## src/rtl/bc_screen_seq_if.sv

```systemverilog
// Button and digit-word bundle between the screen sequencer and its neighbours.
// The slave side is the sequencer: it takes the raw button and drives the
// eight digit words plus the screen index and accepted-press pulse.
interface bc_screen_seq_if;
  logic       confirma;
  logic [6:0] d1;
  logic [6:0] d2;
  logic [6:0] d3;
  logic [6:0] d4;
  logic [6:0] d5;
  logic [6:0] d6;
  logic [6:0] d7;
  logic [6:0] d8;
  logic [2:0] screen;
  logic       step;

  modport master (
    output confirma,
    input  d1, d2, d3, d4, d5, d6, d7, d8,
    input  screen,
    input  step
  );

  modport slave (
    input  confirma,
    output d1, d2, d3, d4, d5, d6, d7, d8,
    output screen,
    output step
  );
endinterface

```

## src/rtl/bc_screen_seq.sv

```systemverilog
// Screen sequencer for the 8-digit display driver.
// Synchronizes and debounces the confirm button, turns each clean press into
// a one-cycle step, and walks a fixed 5-screen message ROM. The last screen
// blinks by gating the enable bit of every digit.
//
// screen | meaning
// -------+------------------------------------------
//   0    | first message (also the reset screen)
//   1    | second message
//   2    | third message
//   3    | fourth message
//   4    | final message, blinking
module bc_screen_seq #(
  parameter int unsigned DEBOUNCE_CYCLES = 1_000_000,
  parameter int unsigned BLINK_CYCLES    = 25_000_000,
  parameter int unsigned NUM_SCREENS     = 5
) (
  input logic          clock,
  input logic          reset,
  bc_screen_seq_if.slave bus
);

  localparam int DB_W = (DEBOUNCE_CYCLES > 1) ? $clog2(DEBOUNCE_CYCLES) : 1;
  localparam int BL_W = (BLINK_CYCLES > 1) ? $clog2(BLINK_CYCLES) : 1;

  localparam logic [DB_W-1:0] DB_TC = DB_W'(DEBOUNCE_CYCLES - 1);
  localparam logic [BL_W-1:0] BL_TC = BL_W'(BLINK_CYCLES - 1);

  localparam logic [2:0] SCR0 = 3'd0;
  localparam logic [2:0] SCR1 = 3'd1;
  localparam logic [2:0] SCR2 = 3'd2;
  localparam logic [2:0] SCR3 = 3'd3;
  localparam logic [2:0] SCR4 = 3'd4;
  localparam logic [2:0] LAST_SCREEN = 3'(NUM_SCREENS - 1);

  // Element [7] is d8 (leftmost), element [0] is d1.
  function automatic logic [7:0][4:0] rom_codes(input logic [2:0] scr);
    logic [7:0][4:0] codes;
    case (scr)
      SCR1:    codes = {5'h05, 5'h02, 5'h10, 5'h06, 5'h07, 5'h08, 5'h09, 5'h0A};
      SCR2:    codes = {5'h05, 5'h01, 5'h10, 5'h0F, 5'h09, 5'h07, 5'h06, 5'h06};
      SCR3:    codes = {5'h05, 5'h02, 5'h10, 5'h0F, 5'h09, 5'h07, 5'h06, 5'h06};
      SCR4:    codes = {5'h0B, 5'h09, 5'h0D, 5'h0D, 5'h06, 5'h07, 5'h0E, 5'h07};
      default: codes = {5'h05, 5'h01, 5'h10, 5'h06, 5'h07, 5'h08, 5'h09, 5'h0A};
    endcase
    return codes;
  endfunction

  // Digit word is {en, code, dp}; dp=1 keeps the decimal point dark.
  function automatic logic [7:0][6:0] digit_words(input logic [2:0] scr, input logic off);
    logic [7:0][4:0] codes;
    logic [7:0][6:0] words;
    codes = rom_codes(scr);
    for (int i = 0; i < 8; i++) begin
      words[i] = {~off, codes[i], 1'b1};
    end
    return words;
  endfunction

  localparam logic [7:0][6:0] RST_DIGITS = digit_words(SCR0, 1'b0);

  logic            sync1_q, sync1_d;
  logic            sync2_q, sync2_d;
  logic            db_q, db_d;
  logic [DB_W-1:0] db_cnt_q, db_cnt_d;
  logic            step_q, step_d;
  logic [2:0]      screen_q, screen_d;
  logic [BL_W-1:0] blink_cnt_q, blink_cnt_d;
  logic            blink_off_q, blink_off_d;
  logic [7:0][6:0] digits_q, digits_d;

  // Two-flop synchronizer; only the second stage feeds the debouncer.
  always_comb begin
    sync1_d = bus.confirma;
    sync2_d = sync1_q;
  end

  // Debounce: count consecutive disagreeing samples, adopt the new level at
  // terminal count; any agreeing sample throws the partial count away.
  always_comb begin
    db_d     = db_q;
    db_cnt_d = '0;
    if (sync2_q != db_q) begin
      if (db_cnt_q == DB_TC) begin
        db_d = sync2_q;
      end else begin
        db_cnt_d = db_cnt_q + 1'b1;
      end
    end
    step_d = db_d & ~db_q;
  end

  // Advance the screen one cycle after each accepted press, wrapping at the end.
  always_comb begin
    screen_d = screen_q;
    if (step_q) begin
      screen_d = (screen_q == LAST_SCREEN) ? SCR0 : screen_q + 3'd1;
    end
  end

  // Blink timer runs only while parked on the final screen; any screen change
  // restarts it lit.
  always_comb begin
    blink_cnt_d = '0;
    blink_off_d = 1'b0;
    if ((screen_d == screen_q) && (screen_q == SCR4)) begin
      if (blink_cnt_q == BL_TC) begin
        blink_off_d = ~blink_off_q;
      end else begin
        blink_cnt_d = blink_cnt_q + 1'b1;
        blink_off_d = blink_off_q;
      end
    end
  end

  // Digit words follow the next screen so they change on the same edge.
  always_comb begin
    digits_d = digit_words(screen_d, blink_off_d);
  end

  // State registers.
  always_ff @(posedge clock or negedge reset) begin
    if (!reset) begin
      sync1_q     <= 1'b0;
      sync2_q     <= 1'b0;
      db_q        <= 1'b0;
      db_cnt_q    <= '0;
      step_q      <= 1'b0;
      screen_q    <= SCR0;
      blink_cnt_q <= '0;
      blink_off_q <= 1'b0;
      digits_q    <= RST_DIGITS;
    end else begin
      sync1_q     <= sync1_d;
      sync2_q     <= sync2_d;
      db_q        <= db_d;
      db_cnt_q    <= db_cnt_d;
      step_q      <= step_d;
      screen_q    <= screen_d;
      blink_cnt_q <= blink_cnt_d;
      blink_off_q <= blink_off_d;
      digits_q    <= digits_d;
    end
  end

  assign bus.d1     = digits_q[0];
  assign bus.d2     = digits_q[1];
  assign bus.d3     = digits_q[2];
  assign bus.d4     = digits_q[3];
  assign bus.d5     = digits_q[4];
  assign bus.d6     = digits_q[5];
  assign bus.d7     = digits_q[6];
  assign bus.d8     = digits_q[7];
  assign bus.screen = screen_q;
  assign bus.step   = step_q;

endmodule

```

## src/flat_wrapper.sv

```systemverilog
// flat-port wrapper written by rule: the top's interface ports become plain ports
module bc_screen_seq_flat 
#(
  parameter int unsigned DEBOUNCE_CYCLES = 1_000_000,
  parameter int unsigned BLINK_CYCLES    = 25_000_000,
  parameter int unsigned NUM_SCREENS     = 5
)
  (clock, reset, bus_confirma, bus_d1, bus_d2, bus_d3, bus_d4, bus_d5, bus_d6, bus_d7, bus_d8, bus_screen, bus_step);
  bc_screen_seq_if bus_i ();
  input logic clock;
  input logic reset;
  input wire logic [$bits(bus_i.confirma)-1:0] bus_confirma;
  output wire logic [$bits(bus_i.d1)-1:0] bus_d1;
  output wire logic [$bits(bus_i.d2)-1:0] bus_d2;
  output wire logic [$bits(bus_i.d3)-1:0] bus_d3;
  output wire logic [$bits(bus_i.d4)-1:0] bus_d4;
  output wire logic [$bits(bus_i.d5)-1:0] bus_d5;
  output wire logic [$bits(bus_i.d6)-1:0] bus_d6;
  output wire logic [$bits(bus_i.d7)-1:0] bus_d7;
  output wire logic [$bits(bus_i.d8)-1:0] bus_d8;
  output wire logic [$bits(bus_i.screen)-1:0] bus_screen;
  output wire logic [$bits(bus_i.step)-1:0] bus_step;
  assign bus_i.confirma = bus_confirma;
  assign bus_d1 = bus_i.d1;
  assign bus_d2 = bus_i.d2;
  assign bus_d3 = bus_i.d3;
  assign bus_d4 = bus_i.d4;
  assign bus_d5 = bus_i.d5;
  assign bus_d6 = bus_i.d6;
  assign bus_d7 = bus_i.d7;
  assign bus_d8 = bus_i.d8;
  assign bus_screen = bus_i.screen;
  assign bus_step = bus_i.step;
  bc_screen_seq #(.DEBOUNCE_CYCLES(DEBOUNCE_CYCLES), .BLINK_CYCLES(BLINK_CYCLES), .NUM_SCREENS(NUM_SCREENS)) u_core (.clock(clock), .reset(reset), .bus(bus_i));
endmodule
```

## config.mk

```make
export PLATFORM = sky130hd
export DESIGN_NAME = bc_screen_seq_flat
export DESIGN_NICKNAME = d
export VERILOG_FILES = /design/src/rtl/bc_screen_seq_if.sv /design/src/rtl/bc_screen_seq.sv /design/src/flat_wrapper.sv
export SDC_FILE = /design/constraint.sdc
export NUM_CORES = 1
export LEC_CHECK = 0
export CAP_MARGIN = 20
export CORE_MARGIN = 2
export CORE_UTILIZATION = 47
export CTS_CLUSTER_DIAMETER = 60
export DETAILED_ROUTE_END_ITERATION = 16
export PLACE_DENSITY_LB_ADDON = 0.3
export SETUP_SLACK_MARGIN = 0.4
export SLEW_MARGIN = 40
export SYNTH_ARGS = -nofsm -noshare
export SYNTH_HDL_FRONTEND = slang
export SYNTH_SLANG_ARGS = --single-unit
```

## constraint.sdc

```tcl
create_clock -name clock -period 1.9 [get_ports clock]
set_clock_uncertainty 0.05 [all_clocks]
set_input_delay 0.19 -clock clock [delete_from_list [all_inputs] [get_ports clock]]
set_output_delay 0.19 -clock clock [all_outputs]
set_load 0.005 [all_outputs]
```

Yosys cells after proc, flatten, opt, wreduce, memory -nomap -nowiden
Index checks and enable logic that the tools add are counted.
{"block": "totals", "ff_bits": 101, "latchBits": 0, "ram_bits": 0, "rom_bits": 0, "out_inout_bits": 60, "n_memories": 0}
{"block": "classes", "addsub": 3, "mul": 0, "div_mod_pow": 0, "magnitude_cmp": 0, "n_eq_ne": 9, "shifts": 0, "muxes": 11, "bitwise": 4, "reduce_logical": 1}
{"cell": "$pmux W39 S4", "count": 1}
{"cell": "$mux W25", "count": 2}
{"cell": "$mux W20", "count": 2}
{"cell": "$add A25 B1 Y25 const B", "count": 1}
{"cell": "$eq A25 B25 Y1 const B", "count": 1}
{"cell": "$add A20 B1 Y20 const B", "count": 1}
{"cell": "$eq A20 B20 Y1 const B", "count": 1}
{"cell": "$eq A3 B2 Y1 const B", "count": 2}
{"cell": "$eq A3 B3 Y1 const B", "count": 2}
{"cell": "$mux W3", "count": 2}
{"cell": "$mux W1", "count": 4}
{"cell": "$add A3 B1 Y3 const B", "count": 1}
{"cell": "$eq A3 B1 Y1 const B", "count": 1}
{"cell": "$eq A3 B3 Y1", "count": 1}
{"cell": "$not A1 Y1", "count": 3}
{"cell": "$and A1 B1 Y1", "count": 1}
{"cell": "$logic_and A1 B1 Y1", "count": 1}
{"cell": "$ne A1 B1 Y1", "count": 1}

Logic depth before layout (Yosys ltp)
Gate-level depths: netlist of the first run.
{"block": "logic_depth", "depth_word": 7, "depth_mapped": 7, "ltp_nobuf": 7}

Worst setup path after synthesis of the first run
No wires, ideal clock.
{"block": "synth_timing", "path_kind": "reg-to-reg", "startpoint": "register u_core.db_cnt_q[0]", "endpoint": "register u_core.db_cnt_q[18]", "setup_ps": 73, "t_arrival_ps": 1922, "t_required_ps": 1777, "setup_slack_ps": -145, "path_stages_with_launch": 7, "path_buffers": 1, "synth_period_minus_slack_ps": 2045, "path_cell_list": "dfrtp_1 ha_1 nand2_1 or4_1 buf_2 or4_4 a21oi_2"}
{"block": "synth_between", "elab_chain_len": 3, "elab_cells_between_ends": 4}
{"item": "start: declaration", "line": "bc_screen_seq.sv:65", "text": "logic [DB_W-1:0] db_cnt_q, db_cnt_d;"}
{"item": "start signal: assignment", "line": "bc_screen_seq.sv:137", "text": "db_cnt_q <= db_cnt_d;"}
{"item": "$add A20 B1 Y20 / $eq A20 B20 Y1 (equally long branches)", "line": "bc_screen_seq.sv:87, bc_screen_seq.sv:84"}
{"item": "$mux W20 *", "line": "bc_screen_seq.sv:84", "text": "if (db_cnt_q == DB_TC) begin"}
{"item": "$mux W20 *", "line": "bc_screen_seq.sv:83", "text": "if (sync2_q != db_q) begin"}
{"item": "net u_core.db_cnt_d[18]", "line": "bc_screen_seq.sv:65"}
Mark *: on every way through the listed nets, which the timed path passes. The rest lies on a longest branch.

Worst setup path after layout of the first run
{"block": "layout_timing", "startpoint": "register u_core.blink_cnt_q[9]", "endpoint": "register u_core.blink_cnt_q[17]"}
{"block": "layout_between", "elab_chain_len": 3, "elab_cells_between_ends": 4}
{"item": "start: declaration", "line": "bc_screen_seq.sv:68", "text": "logic [BL_W-1:0] blink_cnt_q, blink_cnt_d;"}
{"item": "start signal: assignment", "line": "bc_screen_seq.sv:140", "text": "blink_cnt_q <= blink_cnt_d;"}
{"item": "$add A25 B1 Y25 / $eq A25 B25 Y1 (equally long branches)", "line": "bc_screen_seq.sv:110, bc_screen_seq.sv:107"}
{"item": "$mux W25 *", "line": "bc_screen_seq.sv:107", "text": "if (blink_cnt_q == BL_TC) begin"}
{"item": "$mux W25 *", "line": "bc_screen_seq.sv:106", "text": "if ((screen_d == screen_q) && (screen_q == SCR4)) begin"}
{"item": "net u_core.blink_cnt_d[17]", "line": "bc_screen_seq.sv:68"}
Marks and branches as above.

==> results of run 1 <==
placed cells by master, fill, tap and decap left out, drive strengths merged, types with 7 or more instances in the layout:
master and n:
or3 7, dfrtp 57, a21oi 16, or4 8
xnor2 11, nor2 36, dlygate4sd2 30, nand3 16
buf 92, xor2 16, nand4 17, nor3 7
o31ai 7, clkbuf 14, nor4 9, conb 20
inv 14, o21ai 9, nand2 21
worst paths after layout:
| path | from | to | slack [ns] |
|---|---|---|---|
| min in group asynchronous | reset | u_core.db_cnt_q[9] | 0.34 |
| max in group asynchronous | reset | u_core.bus.d4[1] | 1.14 |
| max reg2reg | u_core.blink_cnt_q[9] | u_core.blink_cnt_q[17] | -0.05 |
| min | bus_confirma | u_core.sync1_q | 0.23 |
| max | u_core.blink_cnt_q[9] | u_core.blink_cnt_q[17] | -0.05 |
| min reg2reg | u_core.sync1_q | u_core.sync2_q | 0.31 |
worst reg2reg max path, stage by stage, from the launching register on:
cell and delay (ns):
dfrtp_2 0.46, nor4_2 0.34, nand4b_1 0.28, o21ai_2 0.22, buf_6 0.15, buf_12 0.14
buf_12 0.14, a21oi_2 0.04
power by group through the flow:
stage | clock (mW) | sequential (mW) | combinational, mW
after floorplan | 0 | 1.36 | 0.0622
after CTS | 1.17 | 1.34 | 0.0917
after global placement | 0 | 1.36 | 0.0751
final | 1.18 | 1.34 | 0.107
after global routing | 1.25 | 1.34 | 0.122
after detailed placement | 0 | 1.36 | 0.0757
flip-flops by register name (all words and copies together) (netlist names):
name / flops
u_core.sync1_q: 1
u_core.blink_cnt_q: 25
u_core.bus.d7: 2
u_core.db_cnt_q: 20
u_core.bus.d1: 3
u_core.sync2_q: 1
u_core.bus.d8: 1
u_core.bus.d2: 1
u_core.bus.screen: 3
u_core.blink_off_q: 1
u_core.bus.step: 1
u_core.db_q: 1
u_core.bus.d4: 2
area by class of cell:
cell class | instances | area share, %
Clock inverter | 5 | 1.141
Multi-Input combinational cell | 232 | 38.38
Sequential cell | 62 | 30.57
Inverter | 14 | 1.020
Timing Repair Buffer | 134 | 23.82
Clock buffer | 11 | 2.743
Tap cell | 96 | 2.331
metrics by stage:
stage                     power [mW]  setup slack [ns]  instances  utilization [%]
final                          2.625          -0.04653        554            75.86
after global routing           2.705          -0.08783        554            75.86
after CTS                      2.601           0.02518        545            69.67
after detailed placement       1.436          -0.01353        470            56.74
after global placement         1.434           0.03202        470            56.74
after floorplan                1.423          -0.04262        364                -
metal layers:
| layer | track usage (%) | vias up | wire length [um] |
|---|---|---|---|
| met1 | 26.83 | 1573 | 3818 |
| li1 | - | 1350 | - |
| met3 | 4.336 | 70 | 832 |
| met5 | 0 | - | 0 |
| met4 | 15.66 | 0 | 739 |
| met2 | 40.91 | 204 | 5220 |
kinds of logic after synthesis:
family                     synth area share (%)
and+or+nand+nor                           22.83
buffers and inverters                     13.32
DFF                                       46.98
AOI/OAI and AO/OA                         7.358
xor gates and xnor gates                  7.132
adders and majority gates                 1.509
other                                    0.2265
muxes                                    0.6415
what timing repair did:
| action | 4_1_cts | 5_1_grt |
|---|---|---|
| pin swaps | 23 | 16 |
| endpoints found under the setup margin | 90 | 59 |
| hold endpoints to repair | 57 | 0 |
| gates resized for setup | 102 | 96 |
| setup buffers | 54 | 9 |
| hold buffers | 1 | 0 |
| cloned | 4 | 0 |
==> run metrics, run 1 <==
Die Height 87.99 um; final setup fails 17; Commonest cells post-synth dfrtp_1, buf_4, nor2_1; largest net degree at the start of global routing 63; I/O Pins 63; Synth top area share 43.02%; Comb power frac 4.1%; Fin Setup TNS -0.4870 ns; DP Area 3855 um^2; final worst setup slack -0.04653 ns; crit path kind flop to flop; area of the multi-input gates 1978 um^2; hold path cells 1; DR vias/cell 5.771; worst vdd ir 0.3662 mV; clock root buffer clkbuf_8; failing checks negative setup slack; total track usage 23.74%; vias in the first global route 2968; Final nets 460; CTS tree built; initial core utilization 48.80%; cell mode on critical path buf_12; fin. max-slew vios 0; gpl congestion 0.8535; cell depth of the worst setup path 7; Synth cell types 40; count of clock tree sinks 62; Syn Inst Count 346; min-delay worst type input port to flop; CP max stage delay 0.46 ns; Total Wirelength 10610 um; pwr/cell area 509.3 nW/um^2; area of the mapped netlist 3316 um^2; Worst-path clk slew 0.07 ns; DR iter-0 viols 331; DRC Markers 0; top-count cell post-synth dfrtp_1; Sw Share 23.51%; final worst path period need 1.947 ns; crit path max fanout 5; HPWL after DPL 4614 um; Crit path buffers/inverters 3; Die Width 87.99 um; Site Rows 30; Final ANT Viol Nets 0; fraction of registers with async set or reset after synthesis 100.0%; Critical Path RT 2.08 ns; Core Region 6794 um^2; average cell area after synthesis 9.583 um^2; Max Clock Freq 0.5137 GHz; synth warn 0; filler cell count 395; cells on worst reg2reg path 7; Cell Int Power 2.008 mW; Psw 0.6171 mW; grt ovf 0; first-pass GRT wire length 13900 um; CP Launch Type flop; n_diodes 0; final hold violations 0; top cells by area, synth dfrtp_1, buf_4, xor2_1; Final Instance Area 5154 um^2; run status finished, violations left; cell taking the most area after synthesis dfrtp_1; Top delay family on crit path simple AND/OR/NAND/NOR gates; Port Buffer Count 42; Synth Register Bits 62; initial antenna violation count 0; register area 1575 um^2; Worst Tran Pin Value 0.5251 ns; CTS max path bufs 2; ys flop type dfrtp_1; die footprint 7742 um^2; Slew Limit Headroom 64.67%; # H-tree levels 3; WL per Instance 19.15 um; unrepaired setup endpoints after global routing true; area grow syn2layout 55.43%; cells along the critical path nor4_2 > nand4b_1 > o21ai_2 > buf_6 > buf_12 > buf_12 > a21oi_2; Clock Power Share 45.0%; Reg power frac 50.9%; Clk Latency, worst-skew pair 0.35 ns; CP max stage cell dfrtp_2; via count 3197; drt pass-1 iters 7; maxcap violations 0; Post-synth EDFFs 0; Final Hold Slack 0.2306 ns; sequential fraction of the synthesis area 46.98%; Worst Setup End Kind flop; total CTS buffers 9; CP arrival 2.12 ns; share of layout cells above drive strength 1 50.22%; crit share post-route 102.4%; Leak 2.153 nW
Note: power is estimated with default switching activity, not from simulation.
==> inputs of run 2 (changes only) <==
--- a/config.mk
+++ b/config.mk
@@ -7,7 +7,7 @@
 export LEC_CHECK = 0
 export CAP_MARGIN = 20
 export CORE_MARGIN = 2
-export CORE_UTILIZATION = 47
+export CORE_UTILIZATION = 34
 export CTS_CLUSTER_DIAMETER = 60
 export DETAILED_ROUTE_END_ITERATION = 16
 export PLACE_DENSITY_LB_ADDON = 0.3
==> run 2 against run 1 <==
Against the previous run: the flow now finishes without violations; first-iteration DRC count shrank 60%; worst hold slack lost 0.0063 ns; register-to-register slack gained 0.08 ns; power shrank 0.76%; die area grew 36%; clock power is essentially flat; largest cell class unchanged.
==> run metrics, run 2 (synthesis gave the netlist of run 1 again) <==
Site Rows 36; share of layout cells above drive strength 1 45.02%; Fin Setup TNS 0 ns; CP startpoint u_core.db_cnt_q[18]; most frequent cells in the layout buf_4, dfrtp_1, dlygate4sd2_1, conb_1, nand4_1; first-pass GRT wire length 12520 um; run status finished, final reports clean; Worst-path clk slew 0.08 ns; cells on worst reg2reg path 5; CP endpoint u_core.db_cnt_q[16]; initial core utilization 34.40%; Worst Setup End Kind flop; grt ovf 0; clock root buffer clkbuf_8; HPWL after DPL 4788 um; final cell count without fillers 575; register area 1565 um^2; final worst setup slack 0.02961 ns; Die Width 102.8 um; Top reg by flops u_core.blink_cnt_q; gpl congestion 0.7953; CTS max path bufs 2; maxcap violations 0; Placed Cells incl. Taps 510; top flop regs u_core.blink_cnt_q x25, u_core.db_cnt_q x20; unrepaired setup endpoints after global routing true; vias in the first global route 2690; Max Clock Freq 0.5346 GHz; DRC Markers 0; Clk Latency, worst-skew pair 0.35 ns; Worst R2R Setup Slack 0.03 ns; Crit Reg-Reg Endpoint u_core.db_cnt_q[16]; final worst path period need 1.870 ns; drt pass-1 iters 4; largest net degree at the start of global routing 63; filler cell count 846; Die Height 102.8 um; CP Launch Type flop; Leak 2.134 nW; fin. max-slew vios 0; WL per Instance 13.88 um; Core Region 9639 um^2; Place WS -0.01754 ns; commonest non-fill, non-tap cell in the layout buf_4; DR iter-0 viols 131; DR vias/cell 4.863; # H-tree levels 3; Port Buffer Count 42; crit path max fanout 6; count of clock tree sinks 62; final setup fails 0; Overall Power 2.605 mW; initial antenna violation count 0; min-delay worst type input port to flop; CTS tree built; I/O Pins 63; Total Wirelength 7979 um; Final ANT Viol Nets 0; crit path kind flop to flop; worst vdd ir 0.2863 mV; area grow syn2layout 48.94%; final hold violations 0; Critical Path RT 2.08 ns; die footprint 10560 um^2; CP arrival 2.05 ns; total track usage 15.42%; n_diodes 0; via count 2796; Final nets 444; area of the multi-input gates 1872 um^2; max reg flops 25; total CTS buffers 9; crit share post-route 98.44%; pwr/cell area 527.5 nW/um^2; Worst R2R Start u_core.db_cnt_q[18]
==> run 2: cell types whose count changed in the layout (fill, tap and decap cells not counted), sizes merged <==
cell | before | now
inv | 14 | 15
buf | 92 | 76
clkinvlp | 2 | 1
clkinv | 2 | 4
clkbuf | 14 | 11
clkdlybuf4s15 | 1 | 3
dlymetal6s2s | 1 | 9
clkdlybuf4s50 | 6 | 3
dlygate4sd2 | 30 | 24
==> run 2: metrics by stage <==
stage | hold WS [ns] | area (um^2) | utilization, %
global placement | 0.1752 | 3911 | 40.58
finish | 0.2243 | 4938 | 51.23
global route | 0.2064 | 4938 | 51.23
CTS | 0.2139 | 4559 | 47.30
detailed placement | 0.1775 | 3911 | 40.58
floorplan | -0.1556 | 3560 | -
==> run 2: what timing repair did <==
item / CTS / global route
pin swaps: 13 / 13
endpoints found under the setup margin: 90 / 67
setup buffers: 35 / 11
hold endpoints to repair: 57 / 0
hold buffers: 1 / 0
resized for setup: 86 / 85
cloned: 2 / 0
==> run 2: power breakdown <==
part           leakage [nW]  switching [mW]  internal (mW)  total, mW
Combinational          1.20          0.0585         0.0314     0.0899
Clock                0.0996           0.572          0.609       1.18
Sequential            0.832         0.00770           1.33       1.33
Total                  2.13           0.638           1.97       2.60
==> run 2: layout make-up <==
| class | count | share of cell area, % |
|---|---|---|
| clock inverter | 7 | 1.495 |
| tap | 133 | 3.370 |
| multi-input combinational | 232 | 37.90 |
| sequential | 62 | 31.69 |
| timing repair buffer | 118 | 21.97 |
| clock buffer | 9 | 2.508 |
| inverter | 14 | 1.064 |
==> run 2: how the worst min path moves through the flow <==
stage	endpoint	cells after the start	slack, ns	startpoint
after floorplan	u_core.blink_cnt_q[0]	0	-0.16	reset
after CTS	u_core.sync1_q	1	0.21	bus_confirma
final	u_core.sync1_q	1	0.22	bus_confirma
after global routing	u_core.sync1_q	1	0.21	bus_confirma
after global placement	u_core.blink_cnt_q[23]	2	0.18	reset
after detailed placement	u_core.blink_cnt_q[24]	2	0.18	reset
==> run 2: critical path, cell delays in order, from the launching register on <==
cell and delay [ns]:
dfrtp_1 0.40, nand3_2 0.10, or4b_4 0.56, o31ai_4 0.39, buf_6 0.20, a21oi_1 0.05
==> run 2: routing by layer <==
metal / track usage [%] / part of all wire (%)
met5: 0 / 0
met4: 7.490 / 2.0
met3: 3.322 / 4.3
met2: 26.24 / 52
met1: 18.56 / 42
==> inputs of run 3 (changes only) <==
--- a/config.mk
+++ b/config.mk
@@ -8,6 +8,7 @@
 export CAP_MARGIN = 20
 export CORE_MARGIN = 2
 export CORE_UTILIZATION = 34
+export CTS_BUF_LIST = sky130_fd_sc_hd__clkbuf_4
 export CTS_CLUSTER_DIAMETER = 60
 export DETAILED_ROUTE_END_ITERATION = 16
 export PLACE_DENSITY_LB_ADDON = 0.3
==> constraint.sdc (replaced) <==
create_clock -name clock -period 1.6 [get_ports clock]
set_clock_uncertainty 0.05 [all_clocks]
set_input_delay 0.16 -clock clock [delete_from_list [all_inputs] [get_ports clock]]
set_output_delay 0.16 -clock clock [all_outputs]
set_load 0.005 [all_outputs]
==> run 3 against run 2 <==
Against the previous run: the run now ends with negative setup slack left; critical path depth stayed put; final area increased by 10%; first-iteration DRC count is 51% lower; fmax hardly changed; sequential power is 19% higher; core utilization up 5.4 points; register-to-register slack got worse by 0.30 ns; routed wire length grew 6.5%; combinational power grew 51%; critical path type unchanged; critical endpoint is now u_core.db_cnt_q[18]; largest cell class unchanged.
==> run metrics, run 3 (synthesis gave the netlist of run 1 again) <==
Top reg by flops u_core.blink_cnt_q; min-delay worst type input port to flop; CTS max path bufs 2; final worst path period need 1.870 ns; final worst setup slack -0.2699 ns; Core Region 9639 um^2; largest net degree at the start of global routing 26; CP max stage cell or4_4; DP Area 4368 um^2; final setup fails 49; Crit path buffers/inverters 0; failing checks negative setup slack; count of clock tree sinks 62; unrepaired setup endpoints after global routing true; DR iter-0 viols 64; I/O Pins 63; grt ovf 0; Final nets 500; Final ANT Viol Nets 0; crit share post-route 116.9%; Final Instance Area 5456 um^2; CP Launch Type flop; total track usage 16.38%; initial core utilization 34.40%; area grow syn2layout 64.57%; via count 2974; vias in the first global route 2916; HPWL after DPL 5468 um; Placed Cells incl. Taps 563; most frequent cells in the layout buf_4, buf_6, dfrtp_1, nor2_2, conb_1; # H-tree levels 3; Clk Latency, worst-skew pair 0.44 ns; die footprint 10560 um^2; crit path max fanout 4; CP arrival 2.21 ns; run status finished, violations left; Final Core Density 56.61%; n_diodes 0; Total Wirelength 8501 um; Critical Path RT 1.94 ns; Die Width 102.8 um; Worst-path clk slew 0.13 ns; drt pass-1 iters 4; DR vias/cell 4.713; Die Height 102.8 um; crit path kind flop to flop; max reg flops 25; maxcap violations 0; Worst Setup End Kind flop; worst vdd ir 0.2761 mV; commonest non-fill, non-tap cell in the layout buf_4; Top delay family on crit path simple AND/OR/NAND/NOR gates; Place WS -0.2809 ns; gpl congestion 0.8275; WL per Instance 13.47 um; final cell count without fillers 631; CTS tree built; CP max stage delay 0.51 ns; Max Clock Freq 0.5348 GHz; top flop regs u_core.blink_cnt_q x25, u_core.db_cnt_q x20; fin. max-slew vios 0; share of layout cells above drive strength 1 59.44%; initial antenna violation count 0; first-pass GRT wire length 13330 um; total CTS buffers 9; cells along the critical path ha_4 > nand2_2 > or4_4 > or4_4 > a21oi_2; Port Buffer Count 42; pwr/cell area 544.0 nW/um^2; final hold violations 0; clock root buffer clkbuf_4; Leak 2.374 nW; Site Rows 36; cell mode on critical path or4_4; DRC Markers 0
==> run 3: worst paths after layout <==
| check | from | to | slack, ns | cells after the start |
|---|---|---|---|---|
| setup / recovery | u_core.db_cnt_q[0] | u_core.db_cnt_q[18] | -0.27 | 5 |
| setup reg to reg | u_core.db_cnt_q[0] | u_core.db_cnt_q[18] | -0.27 | 5 |
| hold reg to reg | u_core.sync1_q | u_core.sync2_q | 0.31 | 0 |
| max in group asynchronous | reset | u_core.bus.d2[4] | 0.80 | 3 |
| min in group asynchronous | reset | u_core.blink_cnt_q[21] | 0.15 | 2 |
| hold / removal | bus_confirma | u_core.sync1_q | 0.11 | 1 |
==> run 3: worst reg2reg max path: cells and delay by family, from the launching register on <==
family | cells | cell delay (ns)
AO/OA/AOI/OAI | 1 | 0.12
adder cells (fa/ha/maj) | 1 | 0.16
flip-flops | 1 | 0.43
AND/OR/NAND/NOR | 3 | 1.05
==> run 3: through the flow <==
| step | power (mW) | setup TNS [ns] | hold WS (ns) |
|---|---|---|---|
| after floorplan | 1.690 | -1.242 | -0.1856 |
| after global placement | 1.717 | -5.054 | 0.07476 |
| after detailed placement | 1.720 | -5.733 | 0.07858 |
| after CTS | 2.987 | -6.270 | 0.07416 |
| after global routing | 3.113 | -9.537 | 0.08266 |
| final | 2.969 | -6.792 | 0.1092 |
==> run 3: power by group <==
part	internal [mW]	switching (mW)
Combinational	0.0577	0.0780
Sequential	1.58	0.00908
Clock	0.659	0.589
==> run 3: what timing repair did <==
action / 4_1_cts / 5_1_grt
hold buffers: 1 / 0
setup endpoints to repair: 99 / 98
pin swaps: 18 / 17
endpoints found under the hold margin: 57 / 0
cloned: 1 / 1
setup buffers: 32 / 17
gates resized for setup: 254 / 73
==> run 3: cell type report <==
cell class / count / area [um^2]
Clock inverter: 5 / 75.07
Timing Repair Buffer: 174 / 1654
Inverter: 14 / 55.05
Multi-Input combinational cell: 232 / 1858
Clock buffer: 11 / 82.58
Tap cell: 133 / 166.4
Fill cell: 811 / 4183
Sequential cell: 62 / 1565
==> run 3: metal layers <==
| metal | GRT usage [%] | wire length, um | up-vias |
|---|---|---|---|
| li1 | - | - | 1433 |
| met2 | 27.20 | 4316 | 64 |
| met4 | 5.972 | 170 | 0 |
| met1 | 20.32 | 3667 | 1462 |
| met5 | 0 | 0 | - |
| met3 | 4.814 | 346 | 15 |
